File: src/rtl/yu_core_pkg.sv
// Shared core definitions: word geometry, reset PC default and the fetch FSM encoding.
package yu_core_pkg;

    localparam int unsigned XLEN       = 32;
    localparam int unsigned INST_BYTES = 4;

    localparam logic [XLEN-1:0] RESET_PC_DEFAULT = 32'h0000_0000;

    typedef enum logic [1:0] {
        StFetch = 2'd0,
        StDrain = 2'd1,
        StFault = 2'd2
    } fetch_state_e;

    function automatic logic is_misaligned(input logic [1:0] pc_lsb);
        return pc_lsb != 2'b00;
    endfunction

endpackage

File: src/rtl/instruction_fetch_unit_if.sv
// Fetch-unit boundary: redirect input, instruction-memory request/response and decode valid/ready.
interface instruction_fetch_unit_if #(
    parameter int unsigned ADDR_WIDTH = 32,
    parameter int unsigned DATA_WIDTH = 32
);

    logic                  redirect_valid;
    logic [ADDR_WIDTH-1:0] redirect_pc;
    logic                  mem_req;
    logic [ADDR_WIDTH-1:0] mem_addr;
    logic                  mem_rvalid;
    logic [DATA_WIDTH-1:0] mem_rdata;
    logic                  inst_valid;
    logic                  inst_ready;
    logic [DATA_WIDTH-1:0] inst_data;
    logic [ADDR_WIDTH-1:0] inst_pc;
    logic                  inst_misaligned;

    modport master (
        input  redirect_valid, redirect_pc, mem_rvalid, mem_rdata, inst_ready,
        output mem_req, mem_addr, inst_valid, inst_data, inst_pc, inst_misaligned
    );

    modport slave (
        output redirect_valid, redirect_pc, mem_rvalid, mem_rdata, inst_ready,
        input  mem_req, mem_addr, inst_valid, inst_data, inst_pc, inst_misaligned
    );

endinterface

File: src/rtl/instruction_fetch_unit_fetch_buffer.sv
// Synchronous FIFO holding fetched {misaligned, pc, data} entries; flush empties it, and a push in
// the flush cycle lands as the sole surviving entry.
module fetch_buffer #(
    parameter int unsigned WIDTH = 65,
    parameter int unsigned DEPTH = 2,
    localparam int unsigned CW   = $clog2(DEPTH + 1),
    localparam int unsigned PW   = $clog2(DEPTH)
) (
    input  logic             clk,
    input  logic             rst_n,
    input  logic             push,
    input  logic [WIDTH-1:0] push_data,
    input  logic             pop,
    input  logic             flush,
    output logic [CW-1:0]    count,
    output logic [WIDTH-1:0] head
);

    logic [WIDTH-1:0] mem_q [DEPTH];
    logic [PW-1:0]    rd_q, wr_q;
    logic [CW-1:0]    count_q;
    logic [PW-1:0]    wr_idx;

    assign wr_idx = flush ? '0 : wr_q;
    assign count  = count_q;
    assign head   = mem_q[rd_q];

    always_ff @(posedge clk) begin
        if (!rst_n) begin
            rd_q    <= '0;
            wr_q    <= '0;
            count_q <= '0;
        end else if (flush) begin
            rd_q    <= '0;
            wr_q    <= push ? PW'(1) : '0;
            count_q <= push ? CW'(1) : '0;
        end else begin
            if (push) wr_q <= wr_q + PW'(1);
            if (pop)  rd_q <= rd_q + PW'(1);
            count_q <= count_q + CW'(push) - CW'(pop);
        end
    end

    always_ff @(posedge clk) begin
        if (push) mem_q[wr_idx] <= push_data;
    end

endmodule

File: src/rtl/instruction_fetch_unit.sv
// Instruction fetch: owns the PC, keeps at most one memory read in flight and buffers returned
// words for decode; redirects flush the buffer and retarget the PC.
module instruction_fetch_unit
    import yu_core_pkg::*;
#(
    parameter int unsigned           ADDR_WIDTH = XLEN,
    parameter int unsigned           DATA_WIDTH = XLEN,
    parameter logic [ADDR_WIDTH-1:0] RESET_PC   = RESET_PC_DEFAULT,
    parameter int unsigned           BUF_DEPTH  = 2
) (
    input logic                      clk,
    input logic                      rst_n,
    instruction_fetch_unit_if.master bus
);

    localparam int unsigned EW = 1 + ADDR_WIDTH + DATA_WIDTH;
    localparam int unsigned CW = $clog2(BUF_DEPTH + 1);

    fetch_state_e          state_q, state_d;
    logic [ADDR_WIDTH-1:0] fetch_pc_q, fetch_pc_d;
    logic [ADDR_WIDTH-1:0] req_pc_q, req_pc_d;
    logic                  outstanding_q, outstanding_d;

    logic [CW-1:0] count;
    logic [EW-1:0] head;
    logic [EW-1:0] push_data;
    logic          head_valid, pop, push, issue, accept, bad_target;

    assign head_valid = count != '0;
    assign pop        = head_valid & bus.inst_ready;
    assign bad_target = bus.redirect_valid & is_misaligned(bus.redirect_pc[1:0]);

    // A pop this cycle frees a slot, so a full buffer can still issue.
    assign issue = rst_n & (state_q == StFetch) & ~outstanding_q & ~bus.redirect_valid &
                   ((count < CW'(BUF_DEPTH)) | pop);

    // Responses are only kept in normal operation; DRAIN/FAULT swallow the stale one.
    assign accept = outstanding_q & bus.mem_rvalid & ~bus.redirect_valid & (state_q == StFetch);

    assign push      = accept | bad_target;
    assign push_data = bad_target ? {1'b1, bus.redirect_pc, {DATA_WIDTH{1'b0}}}
                                  : {1'b0, req_pc_q, bus.mem_rdata};

    fetch_buffer #(
        .WIDTH (EW),
        .DEPTH (BUF_DEPTH)
    ) u_fetch_buffer (
        .clk       (clk),
        .rst_n     (rst_n),
        .push      (push),
        .push_data (push_data),
        .pop       (pop & ~bus.redirect_valid),
        .flush     (bus.redirect_valid),
        .count     (count),
        .head      (head)
    );

    always_comb begin
        state_d       = state_q;
        fetch_pc_d    = fetch_pc_q;
        req_pc_d      = req_pc_q;
        outstanding_d = issue | (outstanding_q & ~bus.mem_rvalid);

        if (issue) begin
            req_pc_d   = fetch_pc_q;
            fetch_pc_d = fetch_pc_q + ADDR_WIDTH'(INST_BYTES);
        end

        if (bus.redirect_valid) begin
            fetch_pc_d = bus.redirect_pc;
            if (bad_target) begin
                state_d = StFault;
            end else if (outstanding_q && !bus.mem_rvalid) begin
                state_d = StDrain;
            end else begin
                state_d = StFetch;
            end
        end else begin
            unique case (state_q)
                StDrain: if (outstanding_q && bus.mem_rvalid) state_d = StFetch;
                StFault: state_d = StFault;
                default: state_d = StFetch;
            endcase
        end
    end

    always_ff @(posedge clk) begin
        if (!rst_n) begin
            state_q       <= StFetch;
            fetch_pc_q    <= RESET_PC;
            req_pc_q      <= '0;
            outstanding_q <= 1'b0;
        end else begin
            state_q       <= state_d;
            fetch_pc_q    <= fetch_pc_d;
            req_pc_q      <= req_pc_d;
            outstanding_q <= outstanding_d;
        end
    end

    assign bus.mem_req         = issue;
    assign bus.mem_addr        = {fetch_pc_q[ADDR_WIDTH-1:2], 2'b00};
    assign bus.inst_valid      = head_valid;
    assign bus.inst_misaligned = head_valid & head[EW-1];
    assign bus.inst_pc         = head_valid ? head[EW-2:DATA_WIDTH] : '0;
    assign bus.inst_data       = head_valid ? head[DATA_WIDTH-1:0] : '0;

endmodule

File: src/flat_wrapper.sv
// flat-port wrapper written by rule: the top's interface ports become plain ports
module instruction_fetch_unit_flat import yu_core_pkg::*;
#(
    parameter int unsigned           ADDR_WIDTH = XLEN,
    parameter int unsigned           DATA_WIDTH = XLEN,
    parameter logic [ADDR_WIDTH-1:0] RESET_PC   = RESET_PC_DEFAULT,
    parameter int unsigned           BUF_DEPTH  = 2
)
  (clk, rst_n, bus_redirect_valid, bus_redirect_pc, bus_mem_rvalid, bus_mem_rdata, bus_inst_ready, bus_mem_req, bus_mem_addr, bus_inst_valid, bus_inst_data, bus_inst_pc, bus_inst_misaligned);
  instruction_fetch_unit_if #(.ADDR_WIDTH(ADDR_WIDTH), .DATA_WIDTH(DATA_WIDTH)) bus_i ();
  input logic clk;
  input logic rst_n;
  input wire logic [$bits(bus_i.redirect_valid)-1:0] bus_redirect_valid;
  input wire logic [$bits(bus_i.redirect_pc)-1:0] bus_redirect_pc;
  input wire logic [$bits(bus_i.mem_rvalid)-1:0] bus_mem_rvalid;
  input wire logic [$bits(bus_i.mem_rdata)-1:0] bus_mem_rdata;
  input wire logic [$bits(bus_i.inst_ready)-1:0] bus_inst_ready;
  output wire logic [$bits(bus_i.mem_req)-1:0] bus_mem_req;
  output wire logic [$bits(bus_i.mem_addr)-1:0] bus_mem_addr;
  output wire logic [$bits(bus_i.inst_valid)-1:0] bus_inst_valid;
  output wire logic [$bits(bus_i.inst_data)-1:0] bus_inst_data;
  output wire logic [$bits(bus_i.inst_pc)-1:0] bus_inst_pc;
  output wire logic [$bits(bus_i.inst_misaligned)-1:0] bus_inst_misaligned;
  assign bus_i.redirect_valid = bus_redirect_valid;
  assign bus_i.redirect_pc = bus_redirect_pc;
  assign bus_i.mem_rvalid = bus_mem_rvalid;
  assign bus_i.mem_rdata = bus_mem_rdata;
  assign bus_i.inst_ready = bus_inst_ready;
  assign bus_mem_req = bus_i.mem_req;
  assign bus_mem_addr = bus_i.mem_addr;
  assign bus_inst_valid = bus_i.inst_valid;
  assign bus_inst_data = bus_i.inst_data;
  assign bus_inst_pc = bus_i.inst_pc;
  assign bus_inst_misaligned = bus_i.inst_misaligned;
  instruction_fetch_unit #(.ADDR_WIDTH(ADDR_WIDTH), .DATA_WIDTH(DATA_WIDTH), .RESET_PC(RESET_PC), .BUF_DEPTH(BUF_DEPTH)) u_core (.clk(clk), .rst_n(rst_n), .bus(bus_i));
endmodule
File: config.mk
export PLATFORM = sky130hd
export DESIGN_NAME = instruction_fetch_unit_flat
export DESIGN_NICKNAME = d
export VERILOG_FILES = /design/src/rtl/yu_core_pkg.sv /design/src/rtl/instruction_fetch_unit_if.sv /design/src/rtl/instruction_fetch_unit_fetch_buffer.sv /design/src/rtl/instruction_fetch_unit.sv /design/src/flat_wrapper.sv
export SDC_FILE = /design/constraint.sdc
export NUM_CORES = 1
export LEC_CHECK = 0
export BUFFER_PORTS_ARGS = -buffer_cell sky130_fd_sc_hd__buf_4
export CORE_MARGIN = 3
export CORE_UTILIZATION = 50
export DETAILED_ROUTE_END_ITERATION = 6
export GPL_ROUTABILITY_DRIVEN = 0
export PLACE_DENSITY = 0.81
export SETUP_SLACK_MARGIN = 0.4
export SYNTH_ARGS = -nofsm -noshare
export SYNTH_HDL_FRONTEND = slang
export SYNTH_SLANG_ARGS = --single-unit
File: constraint.sdc
create_clock -name clk -period 6 [get_ports clk]
set_clock_uncertainty 0.05 [all_clocks]
set_input_delay 0.9 -clock clk [delete_from_list [all_inputs] [get_ports clk]]
set_output_delay 0.9 -clock clk [all_outputs]
set_load 0.03 [all_outputs]
==> Implementation_results.wiki, run 1 <==
{| class="wikitable"
! Metric !! Value
|-
| Outcome || finished, final reports clean
|-
| Crit-path slowest cell || sky130_fd_sc_hd__clkinv_1
|-
| Quantity of I/O buffers inserted on ports || 165
|-
| R2R Setup Slk || 3.20 ns
|-
| Setup Fix Bufs, Post-CTS || 0
|-
| TritonCTS clock tree || yes
|-
| Cell variety after synth || 48
|-
| Number of max-slew violations in the final report || 0
|-
| Transition time of the tightest slew-check pin || 1.14 ns
|-
| Total number of vias || 6557
|-
| Final net count || 1052
|-
| CP max FO || 43
|-
| Unrepaired setup endpoints after global routing || false
|-
| Post-route ant nets || 0
|-
| Leading cell types in the layout, fill and taps excluded || 199 x sky130_fd_sc_hd__nand2_1, 175 x sky130_fd_sc_hd__buf_4, 130 x sky130_fd_sc_hd__edfxtp_1
|-
| # DRC || 0
|-
| Wire length of the first global-routing pass || 32600 µm
|-
| Number of warning messages in the yosys log || 0
|-
| Core region area || 0.0174 mm²
|-
| Main synth FF type || sky130_fd_sc_hd__edfxtp_1
|-
| Count of final hold-check violations || 0
|-
| Rows || 48
|-
| Hold endpoint || u_core.req_pc_q[17]$_SDFFE_PN0P_
|-
| CP startpoint kind || input port
|-
| Global Route Usage Sum || 20.5%
|-
| Gates resized, CTS repair || 0
|-
| Clock latency on the worst-skew pair || 0.50 ns
|-
| Slowest cell delay on critical path || 0.42 ns
|-
| Hold Crit Class || register to register
|-
| Ratio of total power to cell area || 315 mW/mm²
|-
| Capture instance of the worst register-to-register path || u_core.u_fetch_buffer.mem_q[1][35]$_DFFE_PP_
|-
| Clk sinks || 202
|-
| Final setup vio count || 0
|-
| Die X || 140 µm
|-
| Maximum ir drop on the vdd rail || 0.000217 V
|-
| First-pass detailed-route iteration total || 5
|-
| Clock transition time at the flip-flop clock pins of the worst setup and hold paths || 0.06 ns
|-
| Hold buffer count at cts || 0
|-
| HPWL Detailed || 13800 µm
|-
| Asr flop ratio synth || 0%
|-
| Total negative setup slack || 0 ns
|-
| Critical path class || input port to primary output
|-
| Initial cell density of the core || 51.3%
|-
| Sequential fraction of the synthesis area || 59.8%
|-
| Cell depth of the worst min-delay path || 2
|-
| Die ar. || 0.0195 mm²
|-
| Number of top-level pins || 168
|-
| Maximum number of pins on one net before global-route repair || 67
|-
| Vias in the first global route || 6194
|-
| Final wirelength || 20400 µm
|-
| Achievable clock frequency || 0.274 GHz
|-
| Height of the chip || 140 µm
|-
| Number of DRC violations after detailed-routing iteration 0 || 603
|-
| Worst slack after detailed placement || 2.11 ns
|-
| Depth of the worst register-to-register path || 4
|-
| Min-Delay Startpoint || u_core.req_pc_q[17]$_SDFFE_PN0P_
|-
| Mean routed wirelength per cell || 16.7 µm
|-
| Number of antenna violations at the first check in global routing || 0
|-
| CTS H-tree depth || 1
|-
| Final core utilization || 62.8%
|-
| Clk Tree Root Cell || sky130_fd_sc_hd__clkbuf_16
|-
| Synth Cell Area || 0.00894 mm²
|-
| Grt ovf || 0
|-
| Most common library cell in the layout ignoring fill and taps || sky130_fd_sc_hd__nand2_1
|-
| Number of max-cap violations || 0
|-
| Shortest clock period the worst path allows after layout || 3.65 ns
|-
| Critical R2R Launch || u_core.outstanding_q$_SDFF_PN0_
|-
| Mean area per synthesized cell || 10.4 µm²
|-
| Count of filler cells inserted in the layout || 1396
|-
| Critical path endpoint category || primary output
|-
| Worst slew margin relative to its limit || 23.7%
|-
| Via density || 5.37
|-
| Proportion of layout cells with a drive suffix above 1 || 22.7%
|-
| Required arrival time at the worst endpoint || 5.05 ns
|-
| Number of placed instances with taps included || 1181
|-
| Post-synthesis cell count || 860
|-
| Arrival time worst endpoint || 2.70 ns
|-
| Cell Count, Final, Fillers Out || 1221
|-
| Final critical-path setup slack || 2.35 ns
|-
| Period utilization || 60.8%
|-
| Max clock buf depth || 3
|-
| Antenna diodes || 0
|-
| Area overhead of the layout relative to synthesis || 22.4%
|-
| Ordered list of cells on the worst path || buf_4 > nor2b_1 > nand3_1 > buf_4 > clkinv_1 > buf_4
|-
| Number of buffers added by the clock tree synthesis step || 22
|-
| Number of flops mapped to enable cells by yosys || 130
|-
| #FFs+latches synth || 202
|-
| P_leak || 0.00417 µW
|-
| CP dominant cell by count || sky130_fd_sc_hd__buf_4
|}
[Yosys cell counts, types with 2 or more instances]
cell                       instances  area, µm²
sky130_fd_sc_hd__nor2b_1           2       12.5
sky130_fd_sc_hd__and3_1            8       50.1
sky130_fd_sc_hd__or3_1             9       56.3
sky130_fd_sc_hd__o21ai_0           9       45.0
sky130_fd_sc_hd__xor2_1            9       78.8
sky130_fd_sc_hd__and4_1            2       17.5
sky130_fd_sc_hd__edfxtp_1        130       3900
sky130_fd_sc_hd__nand3_1          19       95.1
sky130_fd_sc_hd__and2_1           34        213
sky130_fd_sc_hd__ha_1              3       37.5
sky130_fd_sc_hd__nand2b_1          3       18.8
sky130_fd_sc_hd__clkbuf_1         34        128
sky130_fd_sc_hd__nand4_1          14       87.6
sky130_fd_sc_hd__mux2i_1          65        651
sky130_fd_sc_hd__buf_4            32        240
sky130_fd_sc_hd__a211oi_1          2       15.0
sky130_fd_sc_hd__inv_1             7       26.3
sky130_fd_sc_hd__a22oi_1           2       15.0
sky130_fd_sc_hd__buf_1            10       37.5
sky130_fd_sc_hd__a311oi_1          2       17.5
sky130_fd_sc_hd__a31oi_1           5       31.3
sky130_fd_sc_hd__nor2_1           85        319
sky130_fd_sc_hd__xnor2_1           7       61.3
sky130_fd_sc_hd__dfxtp_1          72       1440
sky130_fd_sc_hd__mux2_2            5       56.3
sky130_fd_sc_hd__o22ai_1           5       31.3
sky130_fd_sc_hd__o211ai_1          7       52.6
sky130_fd_sc_hd__nor4_1            2       12.5
sky130_fd_sc_hd__buf_2             3       15.0
sky130_fd_sc_hd__nand2_1         199        747
sky130_fd_sc_hd__nor3_1            5       25.0
sky130_fd_sc_hd__a21oi_1          53        265
[critical path, delay by kind of cell]
family / cells / cell delay [ns]
buf+inv: 4 / 1.50
simple gates: 2 / 0.27
[power breakdown]
part	switching, µW	leakage [µW]	total [µW]	internal, µW
Sequential	46.5	0.00182	1590	1540
Combinational	274	0.00198	431	158
Clock	526	0.000383	1430	901
Total	846	0.00417	3450	2600
[how the worst max path moves through the flow]
stage | start | endpoint | slack [ns]
global route | bus_redirect_valid | bus_mem_req | 2.19
global placement | bus_redirect_valid | u_core.u_fetch_buffer.mem_q[0][21]$_DFFE_PP_ | 2.17
detailed placement | bus_redirect_valid | u_core.u_fetch_buffer.mem_q[0][41]$_DFFE_PP_ | 2.11
floorplan | bus_redirect_valid | u_core.u_fetch_buffer.mem_q[0][0]$_DFFE_PP_ | 0.52
finish | bus_redirect_valid | bus_mem_req | 2.35
CTS | bus_redirect_valid | bus_mem_req | 2.38
[area by class of cell]
class	count	area [µm²]	area share (%)
clock buffer	30	623	5.70
inverter	8	30.0	0.275
tap	225	282	2.57
multi-input combinational	571	3180	29.1
sequential	202	5350	48.9
timing repair buffer	175	1310	12.0
clock inverter	10	156	1.43
[cells by family after synthesis]
group                      Yosys count  synth area share (%)
other                                1                0.0420
muxes                               70                  7.91
adders and majority gates            3                 0.420
and+or+nand+nor                    388                  19.2
xor gates and xnor gates            16                  1.57
AOI/OAI and AO/OA                   92                  5.94
DFF                                202                  59.8
buffers and inverters               88                  5.10
[sequential cells by signal (all words and copies together), names as in the netlist, named ones only]
register                     count
u_core.u_fetch_buffer.mem_q    130
u_core.fetch_pc_q               32
u_core.req_pc_q                 32
u_core.state_q                   2
u_core.u_fetch_buffer.count      2
u_core.outstanding_q             1
u_core.u_fetch_buffer.rd_q       1
u_core.u_fetch_buffer.wr_q       1
[per-layer routing]
metal	track usage, %	wire length (µm)	share of wire (%)
met1	28.7	8560	42
met5	0	0	0
met3	3.81	1580	7.7
met4	5.20	333	1.6
met2	33.2	9960	49
[per-stage QoR]
| stage | hold WS (ns) | instance area [µm²] | total power, µW |
|---|---|---|---|
| 6_report | 0.405 | 10900 | 3450 |
| 5_1_grt | 0.426 | 10900 | 3570 |
| 4_1_cts | 0.406 | 10900 | 3470 |
| 3_5_place_dp | 0.398 | 10200 | 2050 |
| 3_3_place_gp | 0.392 | 10200 | 2040 |
| 2_1_floorplan | 0.382 | 8950 | 1890 |
Note: power is estimated with default switching activity, not from simulation.
==> inputs of run 2 (changes only) <==
--- a/config.mk
+++ b/config.mk
@@ -5,12 +5,13 @@
 export SDC_FILE = /design/constraint.sdc
 export NUM_CORES = 1
 export LEC_CHECK = 0
+export ABC_AREA = 1
 export BUFFER_PORTS_ARGS = -buffer_cell sky130_fd_sc_hd__buf_4
 export CORE_MARGIN = 3
-export CORE_UTILIZATION = 50
+export CORE_UTILIZATION = 56
 export DETAILED_ROUTE_END_ITERATION = 6
 export GPL_ROUTABILITY_DRIVEN = 0
-export PLACE_DENSITY = 0.81
+export PLACE_DENSITY = 0.85
 export SETUP_SLACK_MARGIN = 0.4
 export SYNTH_ARGS = -nofsm -noshare
 export SYNTH_HDL_FRONTEND = slang
==> constraint.sdc (replaced) <==
create_clock -name clk -period 3.7 [get_ports clk]
set_clock_uncertainty 0.05 [all_clocks]
set_input_delay 0.555 -clock clk [delete_from_list [all_inputs] [get_ports clk]]
set_output_delay 0.555 -clock clk [all_outputs]
set_load 0.03 [all_outputs]
==> Implementation_results.wiki, run 2 <==
{| class="wikitable"
! Metric !! Value
|-
| Outcome || finished, final reports clean
|-
| Cell with the most instances after synthesis || sky130_fd_sc_hd__nand2_1
|-
| Worst slew margin relative to its limit || 22.5%
|-
| Compound-gate portion of the synthesized area || 10.6%
|-
| Clk sinks || 202
|-
| Die X || 136 µm
|-
| Cell variety after synth || 33
|-
| Number of antenna violations at the first check in global routing || 0
|-
| Transition time of the tightest slew-check pin || 1.16 ns
|-
| Maximum number of pins on one net before global-route repair || 89
|-
| Capture instance of the worst register-to-register path || u_core.fetch_pc_q[6]$_SDFFE_PN0P_
|-
| CP max FO || 36
|-
| Quantity of I/O buffers inserted on ports || 165
|-
| Setup Fix Bufs, Post-CTS || 0
|-
| Slowest cell delay on critical path || 0.48 ns
|-
| Portion of netlist area occupied by mux cells || 0%
|-
| Maximum ir drop on the vdd rail || 0.000405 V
|-
| Leading cell types in the layout, fill and taps excluded || 316 x sky130_fd_sc_hd__nand2_1, 171 x sky130_fd_sc_hd__buf_4, 130 x sky130_fd_sc_hd__edfxtp_1
|-
| Synth Cell Area || 0.00945 mm²
|-
| Clk Tree Root Cell || sky130_fd_sc_hd__clkbuf_16
|-
| Number of top-level pins || 168
|-
| Number of max-cap violations || 0
|-
| Height of the chip || 136 µm
|-
| Largest registers || u_core.u_fetch_buffer.mem_q x130, u_core.fetch_pc_q x32, u_core.req_pc_q x32
|-
| Worst setup path endpoint || bus_inst_data[14]
|-
| Depth of the worst register-to-register path || 11
|-
| Vias in the first global route || 7263
|-
| Crit-path slowest cell || sky130_fd_sc_hd__inv_2
|-
| Top reg by flops || u_core.u_fetch_buffer.mem_q
|-
| Unrepaired setup endpoints after global routing || false
|-
| CTS H-tree depth || 1
|-
| Total negative setup slack || 0 ns
|-
| Sequential Power Share || 48.5%
|-
| Net switching component of the power || 1440 µW
|-
| Number of flip-flops in the largest register || 130
|-
| Area of the multi-input gates || 0.00316 mm²
|-
| Critical path endpoint category || primary output
|-
| Dominant combinational cell family by area after synthesis || simple AND/OR/NAND/NOR gates
|-
| Global Route Usage Sum || 23.8%
|-
| Post-synthesis cell count || 1110
|-
| Proportion of layout cells with a drive suffix above 1 || 19.4%
|-
| Storage cell area || 0.00535 mm²
|-
| Bufs and invs on worst path || 3
|-
| Switch share || 26.5%
|-
| Area overhead of the layout relative to synthesis || 19.2%
|-
| Clock transition time at the flip-flop clock pins of the worst setup and hold paths || 0.06 ns
|-
| Hold Crit Class || input port to register
|-
| Cell family with most CP delay || buffers and inverters
|-
| Number of warning messages in the yosys log || 0
|-
| Final wirelength || 22600 µm
|-
| P_leak || 0.00479 µW
|-
| Die ar. || 0.0185 mm²
|-
| Via density || 5.34
|-
| #FFs+latches synth || 202
|-
| Achievable clock frequency || 0.353 GHz
|-
| Wire length of the first global-routing pass || 35400 µm
|-
| Shortest clock period the worst path allows after layout || 2.83 ns
|-
| Grt ovf || 0
|-
| Path length in cells of the critical path || 5
|-
| Final setup vio count || 0
|-
| Mean area per synthesized cell || 8.51 µm²
|-
| Area share of the leading cell type in the synthesized netlist || 41.3%
|-
| CP dominant cell by count || sky130_fd_sc_hd__buf_4
|-
| Sequential fraction of the synthesis area || 56.6%
|-
| Final net count || 1293
|-
| Post-synthesis share of cell area spent on full adders, half adders and majority gates || 0.397%
|-
| Gates resized, CTS repair || 0
|-
| Total power consumption of the routed design || 5440 µW
|-
| Post-route ant nets || 0
|-
| Critical path class || register to primary output
|-
| CP startpoint kind || register
|-
| Arrival time worst endpoint || 2.22 ns
|-
| Clock latency on the worst-skew pair || 0.49 ns
|-
| Core region area || 0.0162 mm²
|-
| Most common library cell in the layout ignoring fill and taps || sky130_fd_sc_hd__nand2_1
|-
| Portion of total power attributed to the clock network || 36.0%
|-
| Critical R2R Launch || u_core.u_fetch_buffer.count[1]$_SDFF_PP0_
|-
| Leading cell types by count after synthesis || 317 x sky130_fd_sc_hd__nand2_1, 130 x sky130_fd_sc_hd__edfxtp_1, 124 x sky130_fd_sc_hd__inv_1, 102 x sky130_fd_sc_hd__nor2_1, 96 x sky130_fd_sc_hd__a21oi_1
|-
| Largest cells by area after synthesis || sky130_fd_sc_hd__edfxtp_1 41%, sky130_fd_sc_hd__dfxtp_1 15%, sky130_fd_sc_hd__nand2_1 13%
|-
| Number of buffers added by the clock tree synthesis step || 20
|-
| R2R Setup Slk || 1.35 ns
|-
| Ratio of total power to cell area || 483 mW/mm²
|-
| Cell internal pwr || 4000 µW
|-
| Main synth FF type || sky130_fd_sc_hd__edfxtp_1
|-
| Rows || 46
|-
| Initial cell density of the core || 58.4%
|-
| Number of flops mapped to enable cells by yosys || 130
|-
| Hold buffer count at cts || 0
|-
| Power share of the combinational group || 15.6%
|-
| Antenna diodes || 0
|-
| Cell type with the highest aggregate area in the netlist || sky130_fd_sc_hd__edfxtp_1
|-
| Mean routed wirelength per cell || 15.6 µm
|-
| Count of filler cells inserted in the layout || 1241
|-
| Post-Synth Simple-Gate Area || 21.7%
|-
| # DRC || 0
|-
| TritonCTS clock tree || yes
|-
| Max clock buf depth || 3
|-
| Fraction of synthesized cell area in xor and xnor cells || 0.371%
|-
| Ordered list of cells on the worst path || inv_2 > buf_4 > nand2_1 > a21oi_1 > buf_4
|-
| Number of DRC violations after detailed-routing iteration 0 || 777
|-
| Asr flop ratio synth || 0%
|-
| Number of max-slew violations in the final report || 0
|-
| Required arrival time at the worst endpoint || 3.09 ns
|-
| Total number of vias || 7751
|-
| Period utilization || 76.5%
|-
| Count of final hold-check violations || 0
|-
| HPWL Detailed || 14900 µm
|-
| First-pass detailed-route iteration total || 5
|}
-- run 2: cell types whose count changed in the layout (fill, tap and decap cells not counted), moves of 34 or more --
cell / change
sky130_fd_sc_hd__inv_1: +116
sky130_fd_sc_hd__o21ai_0: +51
sky130_fd_sc_hd__nand2_1: +117
sky130_fd_sc_hd__mux2i_1: -65
sky130_fd_sc_hd__and2_1: -34
sky130_fd_sc_hd__nand3_1: +40
sky130_fd_sc_hd__a21oi_1: +44
-- run 2: power groups by stage --
stage / sequential [µW] / combinational [µW] / clock, µW
2_1_floorplan: 2660 / 564 / 0
3_3_place_gp: 2680 / 823 / 0
3_5_place_dp: 2680 / 839 / 0
4_1_cts: 2640 / 846 / 1990
5_1_grt: 2650 / 918 / 2080
6_report: 2640 / 846 / 1960
-- run 2: per-stage QoR --
step	hold slack [ns]	worst slack (ns)	utilization (%)	area [µm²]	instances
finish	0.350	0.870	69.7	11300	1451
global route	0.353	0.734	69.7	11300	1451
CTS	0.337	0.887	69.7	11300	1451
detailed placement	0.390	0.793	65.7	10600	1415
global placement	0.385	0.832	65.7	10600	1415
floorplan	0.375	0.211	-	9460	1111
-- run 2: worst min-delay path by stage --
stage	startpoint	end	slack, ns	cells after the start
final	bus_redirect_pc[3]	u_core.u_fetch_buffer.mem_q[0][35]$_DFFE_PP_	0.35	3
after floorplan	u_core.req_pc_q[12]$_SDFFE_PN0P_	u_core.req_pc_q[12]$_SDFFE_PN0P_	0.37	2
after global placement	u_core.req_pc_q[13]$_SDFFE_PN0P_	u_core.req_pc_q[13]$_SDFFE_PN0P_	0.38	2
after CTS	bus_mem_rvalid	u_core.outstanding_q$_SDFF_PN0_	0.34	4
after global routing	bus_redirect_pc[4]	u_core.fetch_pc_q[4]$_SDFFE_PN0P_	0.35	3
after detailed placement	u_core.req_pc_q[16]$_SDFFE_PN0P_	u_core.req_pc_q[16]$_SDFFE_PN0P_	0.39	2
-- run 2: tightest hold or removal path, stage by stage --
cell and delay, ns:
sky130_fd_sc_hd__buf_4 0.09, sky130_fd_sc_hd__nand2_1 0.04, sky130_fd_sc_hd__nand2_1 0.07
-- run 2: layout make-up --
| cell class | count | area share, % |
|---|---|---|
| well taps | 216 | 2.40 |
| multi-input cells | 695 | 28.0 |
| clock inverters | 10 | 0.733 |
| flip-flops and latches | 202 | 47.5 |
| repair buffers | 175 | 12.1 |
| inverters | 127 | 4.25 |
| clock buffers | 26 | 5.01 |
-- run 2: logic make-up after synthesis --
logic type	after synthesis
AO/OA/AOI/OAI	181
AND/OR/NAND/NOR	505
buffers and inverters	214
adder cells (fa/ha/maj)	3
other	1
flip-flops	202
XOR/XNOR	4
-- run 2: metal layers --
metal | up-vias | GRT usage (%) | part of all wire (%)
li1 | 3791 | - | -
met1 | 3590 | 32.9 | 43
met2 | 336 | 39.4 | 48
met3 | 34 | 3.11 | 7.4
met4 | 0 | 7.33 | 1.9
met5 | - | 0 | 0
